[config.mk]
export PLATFORM = sky130hd
export DESIGN_NAME = text_cursor_ctrl
export DESIGN_NICKNAME = d
export VERILOG_FILES = /design/src/rtl/text_cursor_ctrl.sv
export SDC_FILE = /design/constraint.sdc
export NUM_CORES = 1
export LEC_CHECK = 0
export CORE_MARGIN = 2
export CORE_UTILIZATION = 55
export CTS_CLUSTER_SIZE = 20
export DETAILED_ROUTE_END_ITERATION = 10
export PLACE_DENSITY_LB_ADDON = 0.25
export REMOVE_ABC_BUFFERS = 1
export SYNTH_ARGS = -nofsm -noshare
export SYNTH_HDL_FRONTEND = slang
export SYNTH_SLANG_ARGS = --single-unit
[constraint.sdc]
create_clock -name clk -period 4.53 [get_ports clk]
set_input_delay 1.359 -clock clk [delete_from_list [all_inputs] [get_ports clk]]
set_output_delay 1.359 -clock clk [all_outputs]
set_load 0.005 [all_outputs]
[src/rtl/text_cursor_ctrl.sv]
// text_cursor_ctrl: cursor owner and character-RAM writer for the 80x30 text display.
// Debounces three keys (right, down, write), holds the last received ASCII byte, moves
// the cursor, issues handshaked RAM writes and produces the blink phase for the underline.
// Build option: define AUTO_WRITE_EN for terminal mode, where every received byte is also
// written at the cursor and a byte arriving before the previous one is taken sets overrun.
module text_cursor_ctrl #(
  parameter int COLS         = 80,
  parameter int ROWS         = 30,
  parameter int DB_CYCLES    = 250000,
  parameter int BLINK_CYCLES = 12500000
) (
  input  logic        clk,
  input  logic        rst_n,
  input  logic [2:0]  key,
  input  logic [7:0]  rx_data,
  input  logic        rx_valid,
  output logic        wr_req,
  output logic [11:0] wr_addr,
  output logic [6:0]  wr_data,
  input  logic        wr_ack,
  output logic [6:0]  cur_x,
  output logic [4:0]  cur_y,
  output logic        cursor_on,
  output logic        overrun
);

  localparam int DBW = $clog2(DB_CYCLES + 1);
  localparam int BLW = $clog2(BLINK_CYCLES + 1);

  typedef enum logic [1:0] {IDLE, WRITE, ADVANCE} state_t;

  state_t           state;
  logic [2:0]       key_meta, key_sync, key_level, key_ev;
  logic [DBW-1:0]   db_cnt [3];
  logic [6:0]       char_reg;
  logic             ev_right, ev_down, ev_write, ev_write_set;
  logic             take_write, take_right, take_down, do_ack, cursor_move;
  logic             x_last, y_last;
  logic [6:0]       x_inc;
  logic [4:0]       y_inc;
  logic [11:0]      lin_addr;
  logic [BLW-1:0]   blink_cnt;
  logic             unused_rx_msb;

  assign unused_rx_msb = rx_data[7];

  // Bring the raw buttons into the clock domain.
  // NOTE: keys are asynchronous; the first flop may go metastable, so nothing but the second flop reads it.
  always_ff @(posedge clk or negedge rst_n) begin
    if (!rst_n) begin
      key_meta <= '0;
      key_sync <= '0;
    end else begin
      key_meta <= key;
      key_sync <= key_meta;
    end
  end

  // Debounce: a level differing from the accepted one must hold DB_CYCLES samples; any bounce restarts the count.
  // NOTE: sequential state uses non-blocking assignments so every flop samples pre-edge values.
  always_ff @(posedge clk or negedge rst_n) begin
    if (!rst_n) begin
      key_level <= '0;
      key_ev    <= '0;
      for (int i = 0; i < 3; i++) db_cnt[i] <= '0;
    end else begin
      for (int i = 0; i < 3; i++) begin
        key_ev[i] <= 1'b0;
        if (key_sync[i] == key_level[i]) begin
          db_cnt[i] <= '0;
        end else if (db_cnt[i] == DBW'(DB_CYCLES - 1)) begin
          db_cnt[i]    <= '0;
          key_level[i] <= key_sync[i];
          key_ev[i]    <= key_sync[i];
        end else begin
          db_cnt[i] <= db_cnt[i] + 1'b1;
        end
      end
    end
  end

`ifdef AUTO_WRITE_EN
  assign ev_write_set = key_ev[2] | rx_valid;
`else
  assign ev_write_set = key_ev[2];
`endif

  // Cursor arithmetic and RAM address of the current cell.
  assign x_last   = (cur_x == 7'(COLS - 1));
  assign y_last   = (cur_y == 5'(ROWS - 1));
  assign x_inc    = x_last ? 7'd0 : cur_x + 7'd1;
  assign y_inc    = y_last ? 5'd0 : cur_y + 5'd1;
  assign lin_addr = 12'(cur_y) * 12'(COLS) + 12'(cur_x);

  // Decide which pending request IDLE consumes this cycle (write > right > down).
  // NOTE: every output gets a default first so no latch is inferred on untaken paths.
  always_comb begin
    take_write = 1'b0;
    take_right = 1'b0;
    take_down  = 1'b0;
    if (state == IDLE) begin
      if (ev_write)      take_write = 1'b1;
      else if (ev_right) take_right = 1'b1;
      else if (ev_down)  take_down  = 1'b1;
    end
    do_ack      = (state == WRITE) && wr_ack;
    cursor_move = take_right | take_down | do_ack;
  end

  // Byte register and one-deep event latches; a consumed latch clears unless a new event lands.
  always_ff @(posedge clk or negedge rst_n) begin
    if (!rst_n) begin
      char_reg <= 7'h20;
      ev_right <= 1'b0;
      ev_down  <= 1'b0;
      ev_write <= 1'b0;
    end else begin
      if (rx_valid) char_reg <= rx_data[6:0];
      ev_right <= (ev_right & ~take_right) | key_ev[0];
      ev_down  <= (ev_down  & ~take_down)  | key_ev[1];
      ev_write <= (ev_write & ~take_write) | ev_write_set;
    end
  end

`ifdef AUTO_WRITE_EN
  // Sticky overrun: a byte replaced the one still waiting to be written.
  always_ff @(posedge clk or negedge rst_n) begin
    if (!rst_n)                                  overrun <= 1'b0;
    else if (rx_valid && ev_write && !take_write) overrun <= 1'b1;
  end
`else
  assign overrun = 1'b0;
`endif

  // Main FSM: cursor moves in IDLE, write handshake in WRITE; the advance is registered on ack so ADVANCE shows it.
  always_ff @(posedge clk or negedge rst_n) begin
    if (!rst_n) begin
      state   <= IDLE;
      wr_req  <= 1'b0;
      wr_addr <= '0;
      wr_data <= 7'h20;
      cur_x   <= '0;
      cur_y   <= '0;
    end else begin
      case (state)
        IDLE: begin
          if (take_write) begin
            wr_data <= char_reg;
            wr_addr <= lin_addr;
            wr_req  <= 1'b1;
            state   <= WRITE;
          end else if (take_right) begin
            cur_x <= x_inc;
          end else if (take_down) begin
            cur_y <= y_inc;
          end
        end
        WRITE: begin
          if (do_ack) begin
            wr_req <= 1'b0;
            cur_x  <= x_inc;
            if (x_last) cur_y <= y_inc;
            state  <= ADVANCE;
          end
        end
        ADVANCE: state <= IDLE;
        default: state <= IDLE;
      endcase
    end
  end

  // Blink phase: toggles every BLINK_CYCLES, restarts visible whenever the cursor moves.
  always_ff @(posedge clk or negedge rst_n) begin
    if (!rst_n) begin
      blink_cnt <= '0;
      cursor_on <= 1'b1;
    end else if (cursor_move) begin
      blink_cnt <= '0;
      cursor_on <= 1'b1;
    end else if (blink_cnt == BLW'(BLINK_CYCLES - 1)) begin
      blink_cnt <= '0;
      cursor_on <= ~cursor_on;
    end else begin
      blink_cnt <= blink_cnt + 1'b1;
    end
  end

endmodule

==> results of run 1 <==
==> power by group <==
group	internal, mW	switching, mW
Combinational	0.142	0.129
Sequential	1.30	0.123
Clock	1.01	0.491
Total	2.45	0.742
==> cell type report <==
class	instances	area (µm²)
Timing Repair Buffer	48	489.2
Sequential cell	135	3382
Inverter	27	101.3
Fill cell	906	4101
Multi-Input combinational cell	469	3099
Tap cell	147	183.9
Clock inverter	6	135.1
Clock buffer	26	519.2
==> routing by layer <==
layer | part of all wire (%) | vias to the layer above | global-route usage (%)
li1 | - | 2407 | -
met1 | 47 | 2345 | 27.85
met5 | 0 | - | 0
met4 | 1.7 | 0 | 8.755
met2 | 48 | 78 | 33.18
met3 | 3.2 | 19 | 5.535
==> critical path, cell delays in order <==
cell             delay (ns)
clkdlybuf4s50_1        0.52
nand2_1                0.17
or4_1                  0.64
a21oi_2                0.29
mux2_2                 0.36
==> cells by family after synthesis <==
| family | Yosys count | share of synthesized area (%) |
|---|---|---|
| and+or+nand+nor | 292 | 22.96 |
| DFF | 135 | 50.14 |
| AOI/OAI and AO/OA | 81 | 8.607 |
| xor gates and xnor gates | 61 | 8.125 |
| buffers and inverters | 51 | 3.914 |
| adders and majority gates | 18 | 3.561 |
| muxes | 16 | 2.634 |
| other | 1 | 0.05559 |
==> stage by stage <==
step	hold WS, ns	util, %	power (mW)	cells
6_report	0.3467	65.85	3.191	858
5_1_grt	0.3621	65.85	3.322	858
3_5_place_dp	0.3355	60.41	1.711	826
4_1_cts	0.3480	65.85	3.218	858
2_1_floorplan	0.3312	-	1.575	631
3_3_place_gp	0.3364	60.41	1.693	826
==> worst paths after layout <==
path                             start            end  slack (ns)  depth (start not counted)
max                             wr_ack       cur_y[1]        1.47                          5
min                        key_meta[2]    key_sync[2]        0.35                          0
max reg2reg                   cur_y[1]    wr_addr[10]        1.82                          8
min reg2reg                key_meta[2]    key_sync[2]        0.35                          0
max in group asynchronous        rst_n     db_cnt[16]        2.75                          2
min in group asynchronous        rst_n  blink_cnt[19]        1.03                          1
==> synthesized netlist by cell type (all sizes together) (3+ instances only) <==
library cell  number  share of area (%)
dfrtp            132                 49
nor2              67                3.7
nand2             64                3.6
xnor2             46                6.0
nand3             30                2.2
inv               27                1.5
or4               21                2.5
nor3              20                1.5
nand4             18                2.1
o21ai             18                1.7
a21oi             17                1.3
ha                16                3.0
nor4              16                1.5
o31ai             16                1.8
mux2              14                2.3
or3               14                1.3
xor2              14                1.8
a211oi            13                1.7
buf               12                1.4
clkbuf            11               0.78
and3               8               0.74
nand2b             7               0.65
nor2b              5               0.46
and4               4               0.54
a21o               3               0.33
a31oi              3               0.28
and2               3               0.28
dfstp              3                1.2
nor4b              3               0.39
==> out/metrics.yaml, run 1 <==
run_status:
  status: "completed"
synthesis:
  synth_edf_count: 0
  syn_inst: 655
  ys_types: 61
  ys_seq_elements: 135
  ys_seq_area_share_pct: 50.14
  synth_flop_cell: "dfrtp_1"
  ys_async_sr_fraction_pct: 100.0
  synth_area_per_cell_um2: 10.30
  ys_warn_count: 0
  syn_area_um2: 6745
clock_network:
  cts-buffers-inserted: 17
  cts_setup_buffers: 0
  cts_tree: "built"
  clkLatencyLatePin_ns: 0.41
  clockBufferDepth: 2
  numClockSinks: 135
  ctsHoldBuffers: 0
  clockRootBuffer: "clkbuf_16"
  clk_pin_slew_ns: 0.05
  post_cts_resize_count: 0
  htreeDepth: 4
cells_and_area:
  mostFrequentLayoutCells: "132 x dfrtp_1, 67 x nor2_1, 64 x nand2_1"
  largest_register_ffs: 54
  drive_above_1_share_pct: 9.142
  regMostFlops: "db_cnt"
  syn_to_final_growth_pct: 17.27
  n_antenna_cell: 0
  final_area_um2: 7910
  fin_nets: 731
  final_common_cell: "dfrtp_1"
  reg_top3: "db_cnt (54), blink_cnt (24), wr_addr (12)"
route:
  drt_first_pass_iters: 4
  avgViaCountPerCell: 5.652
  wl_um: 12790
  drc_errors: 0
  routed-via-count: 4849
  wl_per_cell_um: 14.91
  drt_iter0_drc: 343
  ant_nets: 0
sta:
  tightestPinTransition_ns: 0.9902
  fin_crit_ns: 3.056
  fmax_ghz: 0.3273
  skew_ns: 0.007010
  setup_viol: 0
  setup_slack_ns: 1.474
  final_hold_viol_count: 0
  relSlewSlack_pct: 33.94
  rsz0062_at_grt: "false"
  period_share_pct: 67.45
  slew_viol_final: 0
  tns_ns: 0
global_routing:
  grt_overflow: 0
  grt_pass1_wl_um: 22070
  antenna_found_initial: 0
  grt_pass1_vias: 4751
  grt_start_max_net_pins: 101
  globalRouteTotalUtil_pct: 21.02
power:
  power_density_nw_per_um2: 403.4
  p_leak_nw: 3.254
  ir_worst_vdd_mv: 0.2537
floorplan:
  die_x_um: 114.7
  rows: 40
  die_area_um2: 13170
  io_pins: 49
  fp.coreArea_um2: 12010
  start_util_pct: 56.16
  dieHeight_um: 114.7
setup_path:
  crit_required_ns: 4.83
  worstPathArrival_ns: 3.35
  endpoint_kind: "flip-flop"
  cp_max_fo: 7
  cp-start-kind: "primary input"
  worstSetupPathType: "in2reg"
placement:
  dp.final_hpwl_um: 8476
  gp_congestion: 0.8207
  port_buffers: 46
  placed_area_um2: 7256
  post-place-ws_ns: 1.054
min_path:
  min_path_type: "reg2reg"
run:
  maxCapViolations: 0
(Power assumes the default switching activity.)
==> inputs of run 2 (changes only) <==
Settings changed: CORE_UTILIZATION 55 to 53.
Clock period 4.53 ns to 2.7 ns, I/O delays scaled along.
==> run 2 against run 1 <==
  * Setup slack got worse by 1.3 ns
  * Critical path depth rose by 3
  * Via count up 3.0%
  * Clock skew grew 0.0024 ns
  * Register-to-register slack got worse by 1.6 ns
  * Final cell count grew 4.3%
  * Critical path type is now reg2reg
  * Largest cell class unchanged
==> out/metrics.yaml, run 2 (synthesis gave the netlist of run 1 again) <==
setup_path:
  endpoint_kind: "flip-flop"  # unchanged
  cp_cell_sequence: "ha_1 > ha_1 > inv_1 > fa_1 > nand2b_1 > a2111oi_1 > xnor3_1 > o21ai_0"  # was clkdlybuf4s50_1 > nand2_1 > or4_1 > a21oi_2 > mux2_2
  cp-start-kind: "flip-flop"  # was primary input
  slowest_stage: "fa_1"  # was or4_1
  max_stage_delay_ns: 0.43  # was 0.64 ns
  cp_max_fo: 4  # was 7
  worstPathArrival_ns: 2.86  # was 3.35 ns
  worstSetupPathType: "reg2reg"  # was in2reg
  crit_required_ns: 3.03  # was 4.83 ns
  crit_top_cell: "ha_1"
global_routing:
  grt_pass1_vias: 5050  # was 4751
  antenna_found_initial: 0  # unchanged
  grt_pass1_wl_um: 22980  # was 22070 µm
  globalRouteTotalUtil_pct: 21.30  # was 21.02%
  grt_start_max_net_pins: 54  # was 101
  grt_overflow: 0  # unchanged
power:
  p_sw_mw: 1.265  # was 0.7425 mW
  p_int_mw: 3.918  # was 2.449 mW
  p_leak_nw: 3.297  # was 3.254 nW
  seqPwrFrac_pct: 45.9  # was 44.5%
  p_clk_share_pct: 44.9  # was 47.0%
  power_density_nw_per_um2: 648.1  # was 403.4 nW/µm²
  ir_worst_vdd_mv: 0.4584  # was 0.2537 mV
  swShare_pct: 24.41  # was 23.27%
  p_comb_share_pct: 9.2  # was 8.5%
clock_network:
  cts_tree: "built"  # unchanged
  cts-buffers-inserted: 17  # unchanged
  htreeDepth: 4  # unchanged
  clkLatencyLatePin_ns: 0.42  # was 0.41 ns
  clockBufferDepth: 2  # unchanged
  numClockSinks: 135  # unchanged
  ctsHoldBuffers: 0  # unchanged
  clockRootBuffer: "clkbuf_16"  # unchanged
  clk_pin_slew_ns: 0.06  # was 0.05 ns
floorplan:
  start_util_pct: 53.89  # was 56.16%
  die_area_um2: 13650  # was 13170 µm²
  rows: 41  # was 40
  die_x_um: 116.8  # was 114.7 µm
  fp.coreArea_um2: 12520  # was 12010 µm²
  io_pins: 49  # unchanged
  dieHeight_um: 116.8  # was 114.7 µm
run:
  maxCapViolations: 0  # unchanged
cells_and_area:
  syn_to_final_growth_pct: 18.57  # was 17.27%
  n_antenna_cell: 0  # unchanged
  mostFrequentLayoutCells: "131 x dfrtp_1, 67 x nor2_1, 64 x nand2_1"  # was 132 x dfrtp_1, 67 x nor2_1, 64 x nand2_1
  fin_nets: 743  # was 731
  regMostFlops: "db_cnt"  # unchanged
  drive_above_1_share_pct: 10.51  # was 9.142%
  largest_register_ffs: 54  # unchanged
  final_common_cell: "dfrtp_1"  # unchanged
  reg_top3: "db_cnt (54), blink_cnt (24), wr_addr (12)"  # unchanged
  fin_cells: 895  # was 858
placement:
  dp.cells: 863  # was 826
  gp_congestion: 0.8300  # was 0.8207
  dp.final_hpwl_um: 9049  # was 8476 µm
  port_buffers: 46  # unchanged
sta:
  fin_crit_ns: 2.528
  period_share_pct: 93.65
  holdWs_ns: 0.3415  # was 0.3467 ns
  rsz0062_at_grt: "false"  # unchanged
  relSlewSlack_pct: 52.75  # was 33.94%
  skew_ns: 0.009457  # was 0.007010 ns
  final_hold_viol_count: 0  # unchanged
  fmax_ghz: 0.3955
  tns_ns: 0  # unchanged
  tightestPinTransition_ns: 0.7070  # was 0.9902 ns
  setup_viol: 0  # unchanged
  slew_viol_final: 0  # unchanged
route:
  wl_per_cell_um: 14.94  # was 14.91 µm
  avgViaCountPerCell: 5.580  # was 5.652
  drc_errors: 0  # unchanged
  drt_first_pass_iters: 4  # unchanged
  ant_nets: 0  # unchanged
  wl_um: 13370  # was 12790 µm
  routed-via-count: 4994  # was 4849
  drt_iter0_drc: 368  # was 343
run_status:
  status: "completed"  # unchanged
min_path:
  min_path_type: "in2async"  # was reg2reg
-- run 2: power by group through the flow --
stage	logic (mW)	registers [mW]	clock network [mW]
2_1_floorplan	0.269	2.37	0
3_3_place_gp	0.456	2.40	0
3_5_place_dp	0.480	2.41	0
4_1_cts	0.486	2.38	2.36
5_1_grt	0.544	2.40	2.46
6_report	0.477	2.38	2.33
-- run 2: worst paths after layout --
kind	start	to	slack, ns	cells past startpoint
min in group clk	key_meta[0]	key_sync[0]	0.35	0
worst min register to register	key_meta[0]	key_sync[0]	0.35	0
worst min-delay path	rst_n	blink_cnt[14]	0.34	1
max in group asynchronous	rst_n	key_level[0]	1.73	2
worst max register to register	cur_y[1]	wr_addr[10]	0.17	8
worst max-delay path	cur_y[1]	wr_addr[10]	0.17	8
-- run 2: routing by layer --
metal | vias to the layer above | share of wire (%) | GRT usage [%]
met5 | - | 0 | 0
met4 | 0 | 1.5 | 8.549
met1 | 2485 | 44 | 25.93
met3 | 16 | 2.7 | 5.149
met2 | 61 | 52 | 36.61
li1 | 2432 | - | -
-- run 2: layout make-up --
type | count | area [µm²]
clock buffer | 24 | 471.7
clock inverter | 8 | 121.4
tap | 172 | 215.2
timing repair buffer | 60 | 604.3
fill | 1010 | 4519
inverter | 27 | 101.3
multi-input combinational | 469 | 3100
sequential | 135 | 3383
-- run 2: metrics by stage --
| stage | util (%) | setup WS (ns) | cell area [µm²] | power (mW) |
|---|---|---|---|---|
| 3_3_place_gp | 59.14 | 0.1033 | 7402 | 2.855 |
| 5_1_grt | 63.89 | 0.01889 | 7998 | 5.409 |
| 6_report | 63.89 | 0.1716 | 7998 | 5.183 |
| 3_5_place_dp | 59.14 | 0.06476 | 7402 | 2.892 |
| 2_1_floorplan | - | 0.2173 | 6583 | 2.642 |
| 4_1_cts | 63.87 | 0.08693 | 7995 | 5.225 |
-- run 2: worst max-delay path, delay by kind of cell (launching register included) --
kind / cells / cell delay, ns
fa+ha+maj: 3 / 0.94
simple gates: 1 / 0.20
flops: 1 / 0.38
xor+xnor: 1 / 0.29
compound gates: 2 / 0.55
buf+inv: 1 / 0.07
-- run 2: what timing repair did --
| item | CTS | global route |
|---|---|---|
| buffers inserted | 0 | 0 |
| setup endpoints to repair | 0 | 1 |
| resized for setup | 0 | 2 |
==> inputs of run 3 (changes only) <==
Settings changed: SLEW_MARGIN from default to 25.
==> results of run 3 <==
The final DEF is identical to that of run 2; final timing and power are the same.
